File: config.mk
export PLATFORM = sky130hd
export DESIGN_NAME = ibus_line_responder
export DESIGN_NICKNAME = d
export VERILOG_FILES = /design/src/rtl/ibus_line_responder_pkg.sv /design/src/rtl/ibus_line_buf.sv /design/src/rtl/ibus_line_responder.sv
export SDC_FILE = /design/constraint.sdc
export NUM_CORES = 1
export LEC_CHECK = 0
export CAP_MARGIN = 0
export CORE_ASPECT_RATIO = 0.7
export CORE_MARGIN = 2
export CORE_UTILIZATION = 45
export DETAILED_ROUTE_END_ITERATION = 8
export PLACE_DENSITY = 0.76
export SYNTH_ARGS = -nofsm -noshare
export SYNTH_HDL_FRONTEND = slang
export SYNTH_SLANG_ARGS = --single-unit
File: constraint.sdc
create_clock -name clk -period 4.2 [get_ports clk]
set_clock_uncertainty 0.15 [all_clocks]
set_input_delay 0.84 -clock clk [delete_from_list [all_inputs] [get_ports clk]]
set_output_delay 0.84 -clock clk [all_outputs]
set_load 0.02 [all_outputs]
File: src/rtl/ibus_line_responder_pkg.sv
// Shared types and constants for the instruction-bus line responder.
//   ibus_req_t / ibus_resp_t : fetch-side request and response
//   cbus_req_t / cbus_resp_t : interconnect-side burst request and beat response
//   ibresp_state_t           : responder FSM encoding
package ibus_line_responder_pkg;

    localparam int IBUF_LINE_BEATS = 4;

    localparam logic [2:0] MSIZE8         = 3'd3;
    localparam logic [1:0] AXI_BURST_INCR = 2'b01;

    typedef struct packed {
        logic        valid;
        logic [63:0] addr;
    } ibus_req_t;

    typedef struct packed {
        logic        addr_ok;
        logic        data_ok;
        logic [31:0] data;
    } ibus_resp_t;

    typedef struct packed {
        logic        valid;
        logic        is_write;
        logic [2:0]  size;
        logic [63:0] addr;
        logic [7:0]  strobe;
        logic [63:0] data;
        logic [7:0]  len;
        logic [1:0]  burst;
    } cbus_req_t;

    typedef struct packed {
        logic        ready;
        logic        last;
        logic [63:0] data;
    } cbus_resp_t;

    typedef enum logic [1:0] {
        IB_IDLE,
        IB_FILL,
        IB_RESP
    } ibresp_state_t;

endpackage

File: src/rtl/ibus_line_buf.sv
// Single-line instruction buffer: LINE_BEATS x 64-bit storage, tag and valid.
//   clk, rst      : clock, asynchronous active-low reset (clears valid/tag)
//   wr_en/wr_idx/wr_data : beat write port used during refill
//   commit, commit_valid, commit_tag : end of refill, installs tag and validity
//   invalidate    : clears valid (ignored in a commit cycle)
//   lookup_addr   : word address of the fetch request (byte address bits 63:2)
//   hit           : valid and tag match for lookup_addr
//   rd_word       : 32-bit word selected by lookup_addr
module ibus_line_buf #(
    parameter  int LINE_BEATS = 4,
    localparam int OFS        = $clog2(LINE_BEATS * 8),
    localparam int IW         = $clog2(LINE_BEATS)
) (
    input  logic            clk,
    input  logic            rst,
    input  logic            wr_en,
    input  logic [IW-1:0]   wr_idx,
    input  logic [63:0]     wr_data,
    input  logic            commit,
    input  logic            commit_valid,
    input  logic [63:OFS]   commit_tag,
    input  logic            invalidate,
    input  logic [63:2]     lookup_addr,
    output logic            hit,
    output logic [31:0]     rd_word
);

    logic [63:0]   mem [LINE_BEATS];
    logic          valid_q;
    logic [63:OFS] tag_q;
    logic [IW-1:0] beat_sel;
    logic [63:0]   beat_data;

    // Data storage carries no reset; beats a short burst never wrote stay stale.
    always_ff @(posedge clk) begin
        if (wr_en) begin
            mem[wr_idx] <= wr_data;
        end
    end

    always_ff @(posedge clk or negedge rst) begin
        if (!rst) begin
            valid_q <= 1'b0;
            tag_q   <= '0;
        end else if (commit) begin
            valid_q <= commit_valid;
            tag_q   <= commit_tag;
        end else if (invalidate) begin
            valid_q <= 1'b0;
        end
    end

    assign hit       = valid_q && (tag_q == lookup_addr[63:OFS]);
    assign beat_sel  = lookup_addr[OFS-1:3];
    assign beat_data = mem[beat_sel];
    assign rd_word   = lookup_addr[2] ? beat_data[63:32] : beat_data[31:0];

endmodule

File: src/rtl/ibus_line_responder.sv
// Instruction-bus responder with a one-line buffer refilled by an INCR burst.
//   clk, rst  : clock, asynchronous active-low reset
//   ibus_req  : fetch request {valid, addr}, held until served
//   ibus_resp : {addr_ok, data_ok, data}, one cycle per served request
//   flush     : one-cycle pulse invalidating the line buffer
//   creq      : burst read request toward the interconnect
//   cresp     : beat responses {ready, last, data}
//
// state   | meaning
// IB_IDLE | compare request against buffer, start refill on miss
// IB_FILL | burst outstanding, beats written as they arrive
// IB_RESP | single response cycle, word picked from current request address
module ibus_line_responder
    import ibus_line_responder_pkg::*;
#(
    parameter int LINE_BEATS = IBUF_LINE_BEATS
) (
    input  logic       clk,
    input  logic       rst,
    input  ibus_req_t  ibus_req,
    output ibus_resp_t ibus_resp,
    input  logic       flush,
    output cbus_req_t  creq,
    input  cbus_resp_t cresp
);

    localparam int OFS = $clog2(LINE_BEATS * 8);
    localparam int IW  = $clog2(LINE_BEATS);

    ibresp_state_t state_q, state_d;
    logic [IW-1:0] cnt_q;
    logic [63:OFS] line_q;
    logic          flush_pend_q;

    logic          buf_hit;
    logic [31:0]   rd_word;
    logic          hit;
    logic          fill_start;
    logic          fill_done;
    logic          unused_addr_lsb;

    // A flush in the same cycle as a would-be hit forces a refill.
    assign hit        = ibus_req.valid && buf_hit && !flush;
    assign fill_start = (state_q == IB_IDLE) && ibus_req.valid && !hit;
    assign fill_done  = (state_q == IB_FILL) && cresp.ready && cresp.last;
    assign unused_addr_lsb = ^ibus_req.addr[1:0];

    ibus_line_buf #(
        .LINE_BEATS (LINE_BEATS)
    ) u_line_buf (
        .clk          (clk),
        .rst          (rst),
        .wr_en        ((state_q == IB_FILL) && cresp.ready),
        .wr_idx       (cnt_q),
        .wr_data      (cresp.data),
        .commit       (fill_done),
        .commit_valid (!(flush_pend_q || flush)),
        .commit_tag   (line_q),
        .invalidate   (flush || fill_start),
        .lookup_addr  (ibus_req.addr[63:2]),
        .hit          (buf_hit),
        .rd_word      (rd_word)
    );

    always_ff @(posedge clk or negedge rst) begin
        if (!rst) begin
            state_q      <= IB_IDLE;
            cnt_q        <= '0;
            line_q       <= '0;
            flush_pend_q <= 1'b0;
        end else begin
            state_q <= state_d;
            if (fill_start) begin
                cnt_q        <= '0;
                line_q       <= ibus_req.addr[63:OFS];
                flush_pend_q <= 1'b0;
            end else if (state_q == IB_FILL) begin
                if (cresp.ready) begin
                    cnt_q <= cnt_q + IW'(1);
                end
                if (fill_done) begin
                    flush_pend_q <= 1'b0;
                end else if (flush) begin
                    flush_pend_q <= 1'b1;
                end
            end
        end
    end

    always_comb begin
        state_d   = state_q;
        ibus_resp = '0;
        creq      = '0;
        case (state_q)
            IB_IDLE: begin
                if (hit) begin
                    state_d = IB_RESP;
                end else if (ibus_req.valid) begin
                    state_d = IB_FILL;
                end
            end
            IB_FILL: begin
                creq.valid    = 1'b1;
                creq.is_write = 1'b0;
                creq.size     = MSIZE8;
                creq.addr     = {line_q, {OFS{1'b0}}};
                creq.len      = 8'(LINE_BEATS - 1);
                creq.burst    = AXI_BURST_INCR;
                // An early last is a protocol error; it still ends the fill.
                if (fill_done) begin
                    state_d = IB_IDLE;
                end
            end
            IB_RESP: begin
                ibus_resp.addr_ok = 1'b1;
                ibus_resp.data_ok = 1'b1;
                ibus_resp.data    = rd_word;
                state_d           = IB_IDLE;
            end
            default: begin
                state_d = IB_IDLE;
            end
        endcase
    end

endmodule

==> impl_metrics.py <==
metrics = {
    "detailed_routing": {
        "wl_met2_um": 16400,
        "wl_met1_um": 15200,
        "drt_wl_total_um": 34500,
        "dr.pass1.iters": 5,
        "dr_wl_met3_um": 2340,
        "top_layer": "met5",
        "drt_iter0_drc": 518,
        "drc": 0,
        "vias": 8564,
        "avgRoutedWirePerCell_um": 20.3,
        "ant_nets": 0,
        "post_drt_via_cell_ratio": 5.03,
    },
    "setup_path": {
        "r2r-end": "line_q[51]$_DFFE_PN0P_",
        "crit_end": "creq[143]",
        "worstPathMaxFanout": 34,
        "worstRegToRegCells": 7,
        "crit_path_end_kind": "output port",
        "cp.arrival_ns": 2.76,
        "critPathKind": "reg2out",
        "r2r_start": "u_line_buf.tag_q[30]$_DFFE_PN0P_",
        "critical_path.startpoint_type": "register",
        "crit_start": "state_q[1]$_DFFE_PN0P_",
        "ff2ff_setup_slack_ns": 1.33,
        "crit_required_ns": 3.21,
    },
    "flow_run": {
        "cap_violations": 0,
    },
    "timing": {
        "maxSlewHeadroom_pct": 51.0,
        "tightest_slew_ns": 0.733,
        "slew_violations": 0,
        "finalHoldViolCount": 0,
        "fin_crit_sh_pct": 89.3,
        "finalSetupTns_ns": 0,
        "rsz0062_at_grt": "false",
        "period_minus_slack_ns": 3.75,
        "fmax_mhz": 267,
        "setup_violations": 0,
    },
    "clock_network": {
        "htree_levels": 2,
        "cts_made_buffers": 38,
        "clk_pin_slew_ns": 0.06,
        "post_cts_buffers": 0,
        "clock_sinks": 380,
        "cts_buffer_depth": 3,
        "cts_hold_buf": 0,
        "root_buffer": "clkbuf_16",
        "clk_latency_ns": 0.54,
        "cts_tree": "yes",
        "cts_resized": 0,
    },
    "floorplanning": {
        "die_y_um": 164,
        "fp-row-count": 58,
        "die_w_um": 233,
        "start_util_pct": 45.8,
        "core_area_um2": 36000,
        "dieArea_um2": 38200,
        "io_pins": 319,
    },
    "logic_synthesis": {
        "yosys.area.top_type_share_pct": 46.6,
        "synth_area_um2": 16500,
        "synth-seq-cells": 380,
        "yosysWarnings": 0,
        "async_reset_ff_share_pct": 32.6,
        "synth_cells": 945,
        "synth-seq-area-share_pct": 65.5,
        "synth_largest_area_cell": "edfxtp_1",
        "yosysUniqueCellTypes": 43,
        "synth_edf_count": 256,
        "synth.area.top_cells": "edfxtp_1 (47%), dfrtp_1 (19%), mux4_2 (8.7%)",
        "syn_avg_cell_area_um2": 17.4,
        "synth-main-ff-cell": "edfxtp_1",
    },
    "global_route": {
        "grt_pass1_vias": 8864,
        "antenna_found_initial": 5,
        "grt_pass1_wl_um": 51800,
        "grt-ovfl-total": 0,
        "track_usage_pct": 17.9,
        "grt_max_degree": 98,
    },
    "cells_and_area": {
        "area_growth_pct": 23.7,
        "final_layout_size_suffix_gt1_share_pct": 23.0,
        "nFillCells": 2786,
        "fin_nets": 1328,
        "fin_util_pct": 56.7,
    },
    "run_status": {
        "status": "finished clean",
    },
    "min_path": {
        "hp-class": "in2async",
    },
    "power_and_ir_drop": {
        "power_density_nw_per_um2": 629,
        "p_leak_nw": 7.78,
        "ir_drop_v": 0.000504,
    },
    "placed_design": {
        "dp_hpwl_um": 22600,
        "gp_congestion": 0.787,
        "io_buffers": 230,
    },
}
==> cells in the mapped netlist (3+ instances only) <==
cell type and number:
buf_12 7, a21oi_1 3, buf_2 6, and3_1 5, nand2_1 5, and2_1 59, nor4_1 8, mux2i_1 33
buf_4 92, xnor2_1 17, o22ai_1 4, nor2_1 33, edfxtp_1 256, nand4_1 4, mux2_4 57, mux2_2 61
mux4_2 64, o2bb2ai_1 5, ha_1 4, xor2_1 29, inv_1 17, buf_1 4, clkbuf_1 25, dfrtp_1 124
==> power breakdown <==
group | internal, mW | total, mW | switching (mW)
Sequential | 5.00 | 5.50 | 0.503
Clock | 2.13 | 3.56 | 1.43
Combinational | 2.01 | 3.78 | 1.78
Total | 9.13 | 12.8 | 3.71
==> worst max-delay path, stage by stage (launching register included) <==
cell	delay, ns
dfrtp_1	0.41
nor2b_4	0.60
buf_4	0.39
and2_1	0.20
clkdlybuf4s50_1	0.61
==> metal layers <==
layer | global-route usage [%] | vias to the layer above
li1 | - | 3847
met1 | 24.6 | 4458
met2 | 28.2 | 209
met3 | 5.30 | 44
met4 | 4.26 | 6
met5 | 0 | -
==> area by class of cell <==
cell class,count,area [µm²],share of cell area [%]
antenna,2,5.00,0.0245
clock buffer,47,1030,5.03
clock inverter,23,292,1.43
inverter,17,63.8,0.313
multi-input combinational,499,5000,24.5
sequential,380,10800,52.9
tap,480,601,2.94
timing repair buffer,254,2620,12.8
==> state kept, by name (all words and copies together), names as in the netlist <==
name / count
cnt_q: 2
flush_pend_q: 1
line_q: 59
state_q: 2
u_line_buf.mem: 256
u_line_buf.tag_q: 59
u_line_buf.valid_q: 1
==> how the worst min path moves through the flow <==
stage                                     start                          endpoint  slack [ns]
3_5_place_dp   u_line_buf.tag_q[42]$_DFFE_PN0P_  u_line_buf.tag_q[42]$_DFFE_PN0P_        0.34
2_1_floorplan  u_line_buf.tag_q[13]$_DFFE_PN0P_  u_line_buf.tag_q[13]$_DFFE_PN0P_        0.33
6_report                                    rst            line_q[63]$_DFFE_PN0P_        0.07
3_3_place_gp   u_line_buf.tag_q[38]$_DFFE_PN0P_  u_line_buf.tag_q[38]$_DFFE_PN0P_        0.34
5_1_grt                                     rst             line_q[9]$_DFFE_PN0P_        0.07
4_1_cts                                     rst             line_q[9]$_DFFE_PN0P_        0.05
==> kinds of logic (layout without fill, tap and decap cells) <==
family | count (synthesis) | after routing | synth area share, %
buffers and inverters | 151 | 341 | 6.27
XOR/XNOR | 46 | 46 | 2.44
AO/OA/AOI/OAI | 20 | 20 | 0.964
other | 1 | 88 | 0.0227
adder cells (fa/ha/maj) | 4 | 4 | 0.304
flip-flops | 380 | 380 | 65.5
AND/OR/NAND/NOR | 128 | 128 | 4.43
multiplexers | 215 | 215 | 20.1
==> cell usage in the layout (no fill, tap or decap), types with 2 or more instances in the layout <==
cell	instances
nor3_1	2
buf_2	2
and3_2	5
nand2_1	5
a22o_1	2
nand4_1	4
xnor2_1	17
ha_1	4
clkbuf_1	6
mux4_2	64
buf_12	12
mux2i_1	33
clkdlybuf4s50_1	226
o22ai_1	4
mux2_2	61
o2bb2ai_1	5
edfxtp_1	256
conb_1	86
inv_6	2
clkbuf_16	39
inv_1	17
nor2_1	33
a21oi_1	3
and2_1	59
clkbuf_8	2
diode_2	2
dfrtp_1	124
bufinv_16	6
buf_4	14
clkinv_1	6
mux2_4	57
xor2_1	29
nor4_1	8
clkinv_2	7
==> metrics by stage <==
stage | power [mW] | cells | hold slack (ns) | area, µm² | setup slack (ns)
after floorplan | 7.96 | 1030 | 0.329 | 16800 | 0.913
final | 12.8 | 1702 | 0.0682 | 20400 | 0.450
after CTS | 13.0 | 1700 | 0.0482 | 20400 | 0.411
after detailed placement | 9.35 | 1630 | 0.344 | 19100 | 0.409
after global placement | 9.24 | 1630 | 0.341 | 19100 | 0.447
after global routing | 13.4 | 1702 | 0.0661 | 20400 | 0.297
(Power assumes the default switching activity.)
